**config.mk**
```make
export PLATFORM = sky130hd
export DESIGN_NAME = mdu_iterative
export DESIGN_NICKNAME = d
export VERILOG_FILES = /design/src/rtl/mdu_pkg.sv /design/src/rtl/mdu_div_core.sv /design/src/rtl/mdu_iterative.sv
export SDC_FILE = /design/constraint.sdc
export NUM_CORES = 1
export LEC_CHECK = 0
export CAP_MARGIN = 20
export CORE_MARGIN = 2
export CORE_UTILIZATION = 25
export CTS_CLUSTER_SIZE = 8
export DETAILED_ROUTE_END_ITERATION = 8
export PLACE_DENSITY = 0.48
export REMOVE_ABC_BUFFERS = 1
export SLEW_MARGIN = 15
export SYNTH_ARGS = -nofsm -noshare
export SYNTH_HDL_FRONTEND = slang
export SYNTH_SLANG_ARGS = --single-unit
export TNS_END_PERCENT = 100
```
**constraint.sdc**
```tcl
create_clock -name clk -period 9.6 [get_ports clk]
set_clock_uncertainty 0.05 [all_clocks]
set_input_delay 1.44 -clock clk [delete_from_list [all_inputs] [get_ports clk]]
set_output_delay 1.44 -clock clk [all_outputs]
set_load 0.005 [all_outputs]
```
**src/rtl/mdu_pkg.sv**
```systemverilog
// Shared definitions for the iterative multiply/divide unit: op encodings,
// FSM state encoding and latency helpers derived from WIDTH/MUL_BITS.
package mdu_pkg;

  localparam logic [2:0] MDU_OP_MULTU = 3'b000;
  localparam logic [2:0] MDU_OP_MULT  = 3'b001;
  localparam logic [2:0] MDU_OP_DIVU  = 3'b010;
  localparam logic [2:0] MDU_OP_DIV   = 3'b011;
  localparam logic [2:0] MDU_OP_MADDU = 3'b100;
  localparam logic [2:0] MDU_OP_MADD  = 3'b101;
  localparam logic [2:0] MDU_OP_MSUBU = 3'b110;
  localparam logic [2:0] MDU_OP_MSUB  = 3'b111;

  typedef enum logic [1:0] {
    ST_IDLE = 2'd0,
    ST_MUL  = 2'd1,
    ST_DIV  = 2'd2,
    ST_FIX  = 2'd3
  } mdu_state_t;

  // Cycles spent in the MUL state.
  function automatic int mul_iters(input int width, input int mul_bits);
    return width / mul_bits;
  endfunction

  // Edges from start acceptance to the result write (busy length).
  function automatic int mul_latency(input int width, input int mul_bits);
    return width / mul_bits + 1;
  endfunction

  function automatic int div_latency(input int width);
    return width + 1;
  endfunction

endpackage

```
**src/rtl/mdu_div_core.sv**
```systemverilog
// Restoring divider on unsigned magnitudes: one quotient bit per cycle,
// WIDTH cycles per divide; kill aborts an in-flight divide.
module mdu_div_core
  import mdu_pkg::*;
#(
  parameter int WIDTH = 32
) (
  input  logic             clk,
  input  logic             reset,
  input  logic             kill,
  input  logic             start,
  input  logic [WIDTH-1:0] dividend,
  input  logic [WIDTH-1:0] divisor,
  output logic             last,
  output logic [WIDTH-1:0] quotient,
  output logic [WIDTH-1:0] remainder
);

  localparam int CNT_W = $clog2(WIDTH);

  logic             running;
  logic [CNT_W-1:0] cnt;
  logic [WIDTH-1:0] dvsr_q;
  logic [WIDTH-1:0] quo_q;
  logic [WIDTH-1:0] rem_q;
  logic [WIDTH:0]   shifted;
  logic [WIDTH:0]   diff;

  // quo_q starts as the dividend and shifts quotient bits in from the right.
  assign shifted   = {rem_q, quo_q[WIDTH-1]};
  assign diff      = shifted - {1'b0, dvsr_q};
  assign last      = running & (cnt == CNT_W'(WIDTH - 1));
  assign quotient  = quo_q;
  assign remainder = rem_q;

  always_ff @(posedge clk) begin
    if (reset) begin
      running <= 1'b0;
      cnt     <= '0;
      dvsr_q  <= '0;
      quo_q   <= '0;
      rem_q   <= '0;
    end else if (kill) begin
      running <= 1'b0;
      cnt     <= '0;
    end else if (start) begin
      running <= 1'b1;
      cnt     <= '0;
      dvsr_q  <= divisor;
      quo_q   <= dividend;
      rem_q   <= '0;
    end else if (running) begin
      if (!diff[WIDTH]) begin
        rem_q <= diff[WIDTH-1:0];
        quo_q <= {quo_q[WIDTH-2:0], 1'b1};
      end else begin
        rem_q <= shifted[WIDTH-1:0];
        quo_q <= {quo_q[WIDTH-2:0], 1'b0};
      end
      cnt <= cnt + 1'b1;
      if (last) running <= 1'b0;
    end
  end

endmodule

```
**src/rtl/mdu_iterative.sv**
```systemverilog
// Iterative multiply/divide unit owning HI/LO. Build option MDU_MADD_EN
// enables the madd/msub accumulate ops (op 1xx); otherwise they are ignored.
module mdu_iterative
  import mdu_pkg::*;
#(
  parameter int WIDTH    = 32,
  parameter int MUL_BITS = 4
) (
  input  logic             clk,
  input  logic             reset,
  input  logic             start,
  input  logic [2:0]       op,
  input  logic [WIDTH-1:0] src_a,
  input  logic [WIDTH-1:0] src_b,
  input  logic             mthi,
  input  logic             mtlo,
  input  logic             cancel,
  output logic [WIDTH-1:0] hi,
  output logic [WIDTH-1:0] lo,
  output logic             busy,
  output logic             done,
  output mdu_state_t       dbg_state
);

  localparam int MUL_ITERS = mul_iters(WIDTH, MUL_BITS);
  localparam int MCNT_W    = $clog2(MUL_ITERS) + 1;
  localparam logic [WIDTH-1:0] SMIN = {1'b1, {(WIDTH-1){1'b0}}};

  mdu_state_t          state;
  logic [WIDTH-1:0]    mcand_q;
  logic [2*WIDTH-1:0]  prod_q;
  logic [MCNT_W-1:0]   mcnt_q;
  logic                is_div_q;
  logic                neg_q;
  logic                neg_r;
  logic                special_q;
  logic [WIDTH-1:0]    spec_hi_q;
  logic [WIDTH-1:0]    spec_lo_q;
`ifdef MDU_MADD_EN
  logic                acc_q;
  logic                sub_q;
`endif

  // Handshake: start is taken only at an edge where the unit is IDLE (busy
  // low) and no cancel/mthi/mtlo is present; busy then stays high until the
  // edge that writes HI/LO and pulses done. Starts while busy are dropped.
  logic             sign_a, sign_b, op_is_div, op_legal, accept;
  logic [WIDTH-1:0] mag_a, mag_b;
  logic             div_by_zero, div_ovf;

  assign sign_a      = op[0] & src_a[WIDTH-1];
  assign sign_b      = op[0] & src_b[WIDTH-1];
  assign mag_a       = sign_a ? -src_a : src_a;
  assign mag_b       = sign_b ? -src_b : src_b;
  assign op_is_div   = (op[2:1] == 2'b01);
`ifdef MDU_MADD_EN
  assign op_legal    = 1'b1;
`else
  assign op_legal    = ~op[2];
`endif
  assign accept      = (state == ST_IDLE) & start & ~cancel & ~mthi & ~mtlo & op_legal;
  assign div_by_zero = (src_b == '0);
  assign div_ovf     = op[0] & (src_a == SMIN) & (src_b == '1);

  logic             div_last;
  logic [WIDTH-1:0] div_quo;
  logic [WIDTH-1:0] div_rem;

  mdu_div_core #(.WIDTH(WIDTH)) u_div (
    .clk       (clk),
    .reset     (reset),
    .kill      (cancel),
    .start     (accept & op_is_div),
    .dividend  (mag_a),
    .divisor   (mag_b),
    .last      (div_last),
    .quotient  (div_quo),
    .remainder (div_rem)
  );

  // prod_q holds {partial_high, multiplier}; each cycle retires MUL_BITS of
  // the multiplier from the bottom and shifts the partial sum in at the top.
  logic [WIDTH+MUL_BITS-1:0] mul_partial;

  always_comb begin
    mul_partial = {{MUL_BITS{1'b0}}, prod_q[2*WIDTH-1:WIDTH]};
    for (int i = 0; i < MUL_BITS; i++) begin
      if (prod_q[i]) mul_partial = mul_partial + ({{MUL_BITS{1'b0}}, mcand_q} << i);
    end
  end

  logic [2*WIDTH-1:0] prod_fixed, mul_result, fix_val;
  logic [WIDTH-1:0]   quo_fixed, rem_fixed;

  assign prod_fixed = neg_q ? -prod_q : prod_q;
  assign quo_fixed  = neg_q ? -div_quo : div_quo;
  assign rem_fixed  = neg_r ? -div_rem : div_rem;
`ifdef MDU_MADD_EN
  assign mul_result = !acc_q ? prod_fixed :
                      sub_q  ? ({hi, lo} - prod_fixed) : ({hi, lo} + prod_fixed);
`else
  assign mul_result = prod_fixed;
`endif
  assign fix_val    = !is_div_q ? mul_result :
                      special_q ? {spec_hi_q, spec_lo_q} : {rem_fixed, quo_fixed};

  assign dbg_state = state;

  always_ff @(posedge clk) begin
    if (reset) begin
      state     <= ST_IDLE;
      hi        <= '0;
      lo        <= '0;
      busy      <= 1'b0;
      done      <= 1'b0;
      mcand_q   <= '0;
      prod_q    <= '0;
      mcnt_q    <= '0;
      is_div_q  <= 1'b0;
      neg_q     <= 1'b0;
      neg_r     <= 1'b0;
      special_q <= 1'b0;
      spec_hi_q <= '0;
      spec_lo_q <= '0;
`ifdef MDU_MADD_EN
      acc_q     <= 1'b0;
      sub_q     <= 1'b0;
`endif
    end else begin
      done <= 1'b0;
      case (state)
        ST_IDLE: begin
          if (!cancel && mthi) hi <= src_a;
          if (!cancel && mtlo) lo <= src_a;
          if (accept) begin
            state     <= op_is_div ? ST_DIV : ST_MUL;
            busy      <= 1'b1;
            mcand_q   <= mag_a;
            prod_q    <= {{WIDTH{1'b0}}, mag_b};
            mcnt_q    <= '0;
            is_div_q  <= op_is_div;
            neg_q     <= sign_a ^ sign_b;
            neg_r     <= sign_a;
            // Divide corner cases are fixed now but still run full latency.
            special_q <= op_is_div & (div_by_zero | div_ovf);
            spec_hi_q <= div_by_zero ? src_a : '0;
            spec_lo_q <= div_by_zero ? '1 : SMIN;
`ifdef MDU_MADD_EN
            acc_q     <= op[2];
            sub_q     <= op[1];
`endif
          end
        end
        ST_MUL: begin
          if (cancel) begin
            state <= ST_IDLE;
            busy  <= 1'b0;
          end else begin
            prod_q <= {mul_partial, prod_q[WIDTH-1:MUL_BITS]};
            mcnt_q <= mcnt_q + 1'b1;
            if (mcnt_q == MCNT_W'(MUL_ITERS - 1)) state <= ST_FIX;
          end
        end
        ST_DIV: begin
          if (cancel) begin
            state <= ST_IDLE;
            busy  <= 1'b0;
          end else if (div_last) begin
            state <= ST_FIX;
          end
        end
        ST_FIX: begin
          state <= ST_IDLE;
          busy  <= 1'b0;
          if (!cancel) begin
            hi   <= fix_val[2*WIDTH-1:WIDTH];
            lo   <= fix_val[WIDTH-1:0];
            done <= 1'b1;
          end
        end
        default: begin
          state <= ST_IDLE;
          busy  <= 1'b0;
        end
      endcase
    end
  end

endmodule

```
==> results.py <==
metrics = {
    "global_route": {
        "grt_max_degree": 76,
        "grt_pass1_vias": 25590,
        "grt_pass1_wl_mm": 170,
        "grt_usage_pct": 19.8,
        "antenna_found_initial": 4,
        "grt_overflow": 0,
    },
    "yosys": {
        "synth_top_family_by_area": "compound AO/OA/AOI/OAI gates",
        "async_reset_ff_share_pct": 0,
        "synth_cell_types": 83,
        "synth-edff-count": 0,
        "yosysSeqAreaShare_pct": 22.8,
        "ys_ff_latch": 308,
        "synth_simple_gate_area_share_pct": 21.0,
        "synthMuxAreaShare_pct": 4.20,
        "ys.flop_type": "dfxtp_1",
        "syn_inst": 3581,
        "synth_fa_ha_area_share_pct": 8.53,
        "synth_xor_area_share_pct": 9.50,
        "avgSynthCellArea_um2": 7.54,
        "synth_compound_gate_area_share_pct": 29.4,
        "syn_area_mm2": 0.0270,
        "ys.warnings.count": 0,
    },
    "clock_tree": {
        "post_cts_buffers": 0,
        "cts-root-buf": "clkbuf_16",
        "htreeDepth": 2,
        "cts.sinks": 308,
        "cts_buffers": 44,
        "tritoncts": "done",
        "ctsLongestPathBuffers": 3,
        "path_clk_slew_ns": 0.05,
        "clk_latency_ns": 0.58,
    },
    "power": {
        "p_leak_nw": 12.2,
        "p_per_area_mw_per_mm2": 127,
        "p_total_mw": 3.94,
        "ir_drop_uv": 130,
    },
    "layout": {
        "instances_no_fill": 5022,
        "final_nets": 3865,
        "nFillCells": 11639,
        "layout_commonest_cell": "nor2_1",
        "postLayoutCoreUtil_pct": 29.1,
        "area_growth_pct": 15.2,
        "drive_gt1_share_pct": 6.28,
        "layout_common_cells": "nor2_1 (369), nand2_1 (340), dfxtp_1 (302)",
    },
    "floorplanning": {
        "die_w_um": 333,
        "initial_core_util_pct": 25.2,
        "core_mm2": 0.107,
        "rows": 120,
        "die-area_mm2": 0.111,
        "dieHeight_um": 333,
        "io_pins": 141,
    },
    "timing": {
        "finalMaxSlewViolations": 0,
        "worst_slew_pin_slew_ns": 1.09,
        "hold_viol_final": 0,
        "setup_slack_ns": 0.557,
        "maxSlewHeadroom_pct": 26.9,
        "rsz0062_at_grt": "false",
        "fin_crit_sh_pct": 94.2,
        "fin_crit_ns": 9.04,
        "finalSetupViolCount": 0,
        "timing.fmax_ghz": 0.111,
        "tns_ns": 0,
    },
    "critical_path": {
        "crit_slowest_cell": "or4b_2",
        "criticalPathCategory": "reg -> reg",
        "path_depth": 34,
        "critical_path_peak_fanout": 8,
        "reg2regPathDepth": 34,
        "cp_num_buf_inv": 3,
        "crit_top_cell": "o21ai_0",
        "end_kind": "flop",
        "cp.required_ns": 10.07,
        "cpLargestDelayFamily": "compound AO/OA/AOI/OAI gates",
        "max_stage_delay_ns": 0.62,
        "critPathArrivalTime_ns": 9.51,
        "start_kind": "flop",
    },
    "drt": {
        "remaining_drc_errors": 0,
        "viasPerCell": 5.56,
        "vias": 27924,
        "drt-wirelength-per-cell_um": 22.6,
        "drt_iter0_markers": 2781,
        "dr.pass1.iters": 9,
        "wirelength_mm": 114,
        "ant_nets": 0,
    },
    "placed_design": {
        "pre_cts_ws_ns": 0.439,
        "place.port_buffers": 140,
        "dp_hpwl_mm": 87.2,
        "placed_cells": 4966,
        "gp_congestion": 0.881,
    },
    "min_path": {
        "hp-class": "reg -> reg",
        "min_path_cells": 2,
    },
    "outcome": {
        "run_status": "complete, no violations",
    },
    "job": {
        "max_cap_viol_count": 0,
    },
}
cell families after synthesis:
| group | count (synthesis) |
|---|---|
| AND/OR/NAND/NOR | 1190 |
| AO/OA/AOI/OAI | 1178 |
| buffers and inverters | 324 |
| flip-flops | 308 |
| XOR/XNOR | 293 |
| adder cells (fa/ha/maj) | 181 |
| multiplexers | 107 |
path summary, 6_finish.rpt:
path                      startpoint                 endpoint  slack, ns
min              hi[28]$_SDFFE_PP0P_      hi[28]$_SDFFE_PP0P_       0.41
max reg2reg  prod_q[42]$_SDFFE_PP0P_  prod_q[60]$_SDFFE_PP0P_       0.56
min reg2reg      hi[28]$_SDFFE_PP0P_      hi[28]$_SDFFE_PP0P_       0.41
max          prod_q[42]$_SDFFE_PP0P_  prod_q[60]$_SDFFE_PP0P_       0.56
metrics by stage:
stage / hold slack, ns / instance area [µm²]
after floorplan: 0.380 / 26200
after global placement: 0.392 / 29900
after detailed placement: 0.401 / 29900
after CTS: 0.410 / 31100
after global routing: 0.427 / 31100
final: 0.406 / 31100
state kept, by name, summed over array words and instances, names as in the netlist:
name	flops
prod_q	64
hi	32
lo	32
mcand_q	32
spec_hi_q	32
u_div.dvsr_q	32
u_div.quotient	32
u_div.remainder	32
u_div.cnt	5
mcnt_q	4
dbg_state	2
spec_lo_q	2
busy	1
done	1
is_div_q	1
neg_q	1
neg_r	1
special_q	1
u_div.running	1
report_power, final:
| part | internal [mW] | switching, mW |
|---|---|---|
| logic | 0.379 | 0.667 |
| clock network | 0.842 | 0.621 |
| registers | 1.35 | 0.0807 |
worst min-delay path, cell delays in order, from the launching register on:
cell     delay (ns)
dfxtp_1        0.31
nand2_1        0.05
a21oi_1        0.05
layout make-up:
cell class	instances	area [µm²]	area share (%)
sequential	308	6180	19.9
antenna	2	5.00	0.0161
inverter	106	398	1.28
timing repair buffer	202	1890	6.08
tap	1403	1760	5.64
clock buffer	50	1170	3.75
multi-input combinational	2949	19700	63.3
clock inverter	2	21.3	0.0684
repair_timing:
item                       4_1_cts  5_1_grt
resized for setup                0        3
setup endpoints to repair        0        6
hold buffers                     0        0
synthesized netlist by cell type, types with 59 or more instances:
cell,instances,area share [%]
nor3_1,87,1.6
nand2_1,341,4.7
dfxtp_1,308,23
a31oi_1,61,1.4
a211oi_1,62,1.7
nor2_1,371,5.2
inv_1,106,1.5
a21o_1,87,2.4
a21oi_1,232,4.3
o21ai_0,254,4.7
nand2b_1,59,1.4
clkbuf_1,190,2.6
xor2_1,128,4.2
xnor2_1,165,5.4
ha_1,176,8.2
o211ai_1,86,2.4
metal layers:
layer / part of all wire, % / up-vias / track usage, %
li1: - / 13325 / -
met4: 1.5 / 6 / 3.50
met2: 43 / 959 / 29.9
met1: 49 / 13526 / 29.9
met3: 6.5 / 108 / 2.64
met5: 0.034 / - / 0
Power figures use the tool's default switching activity.
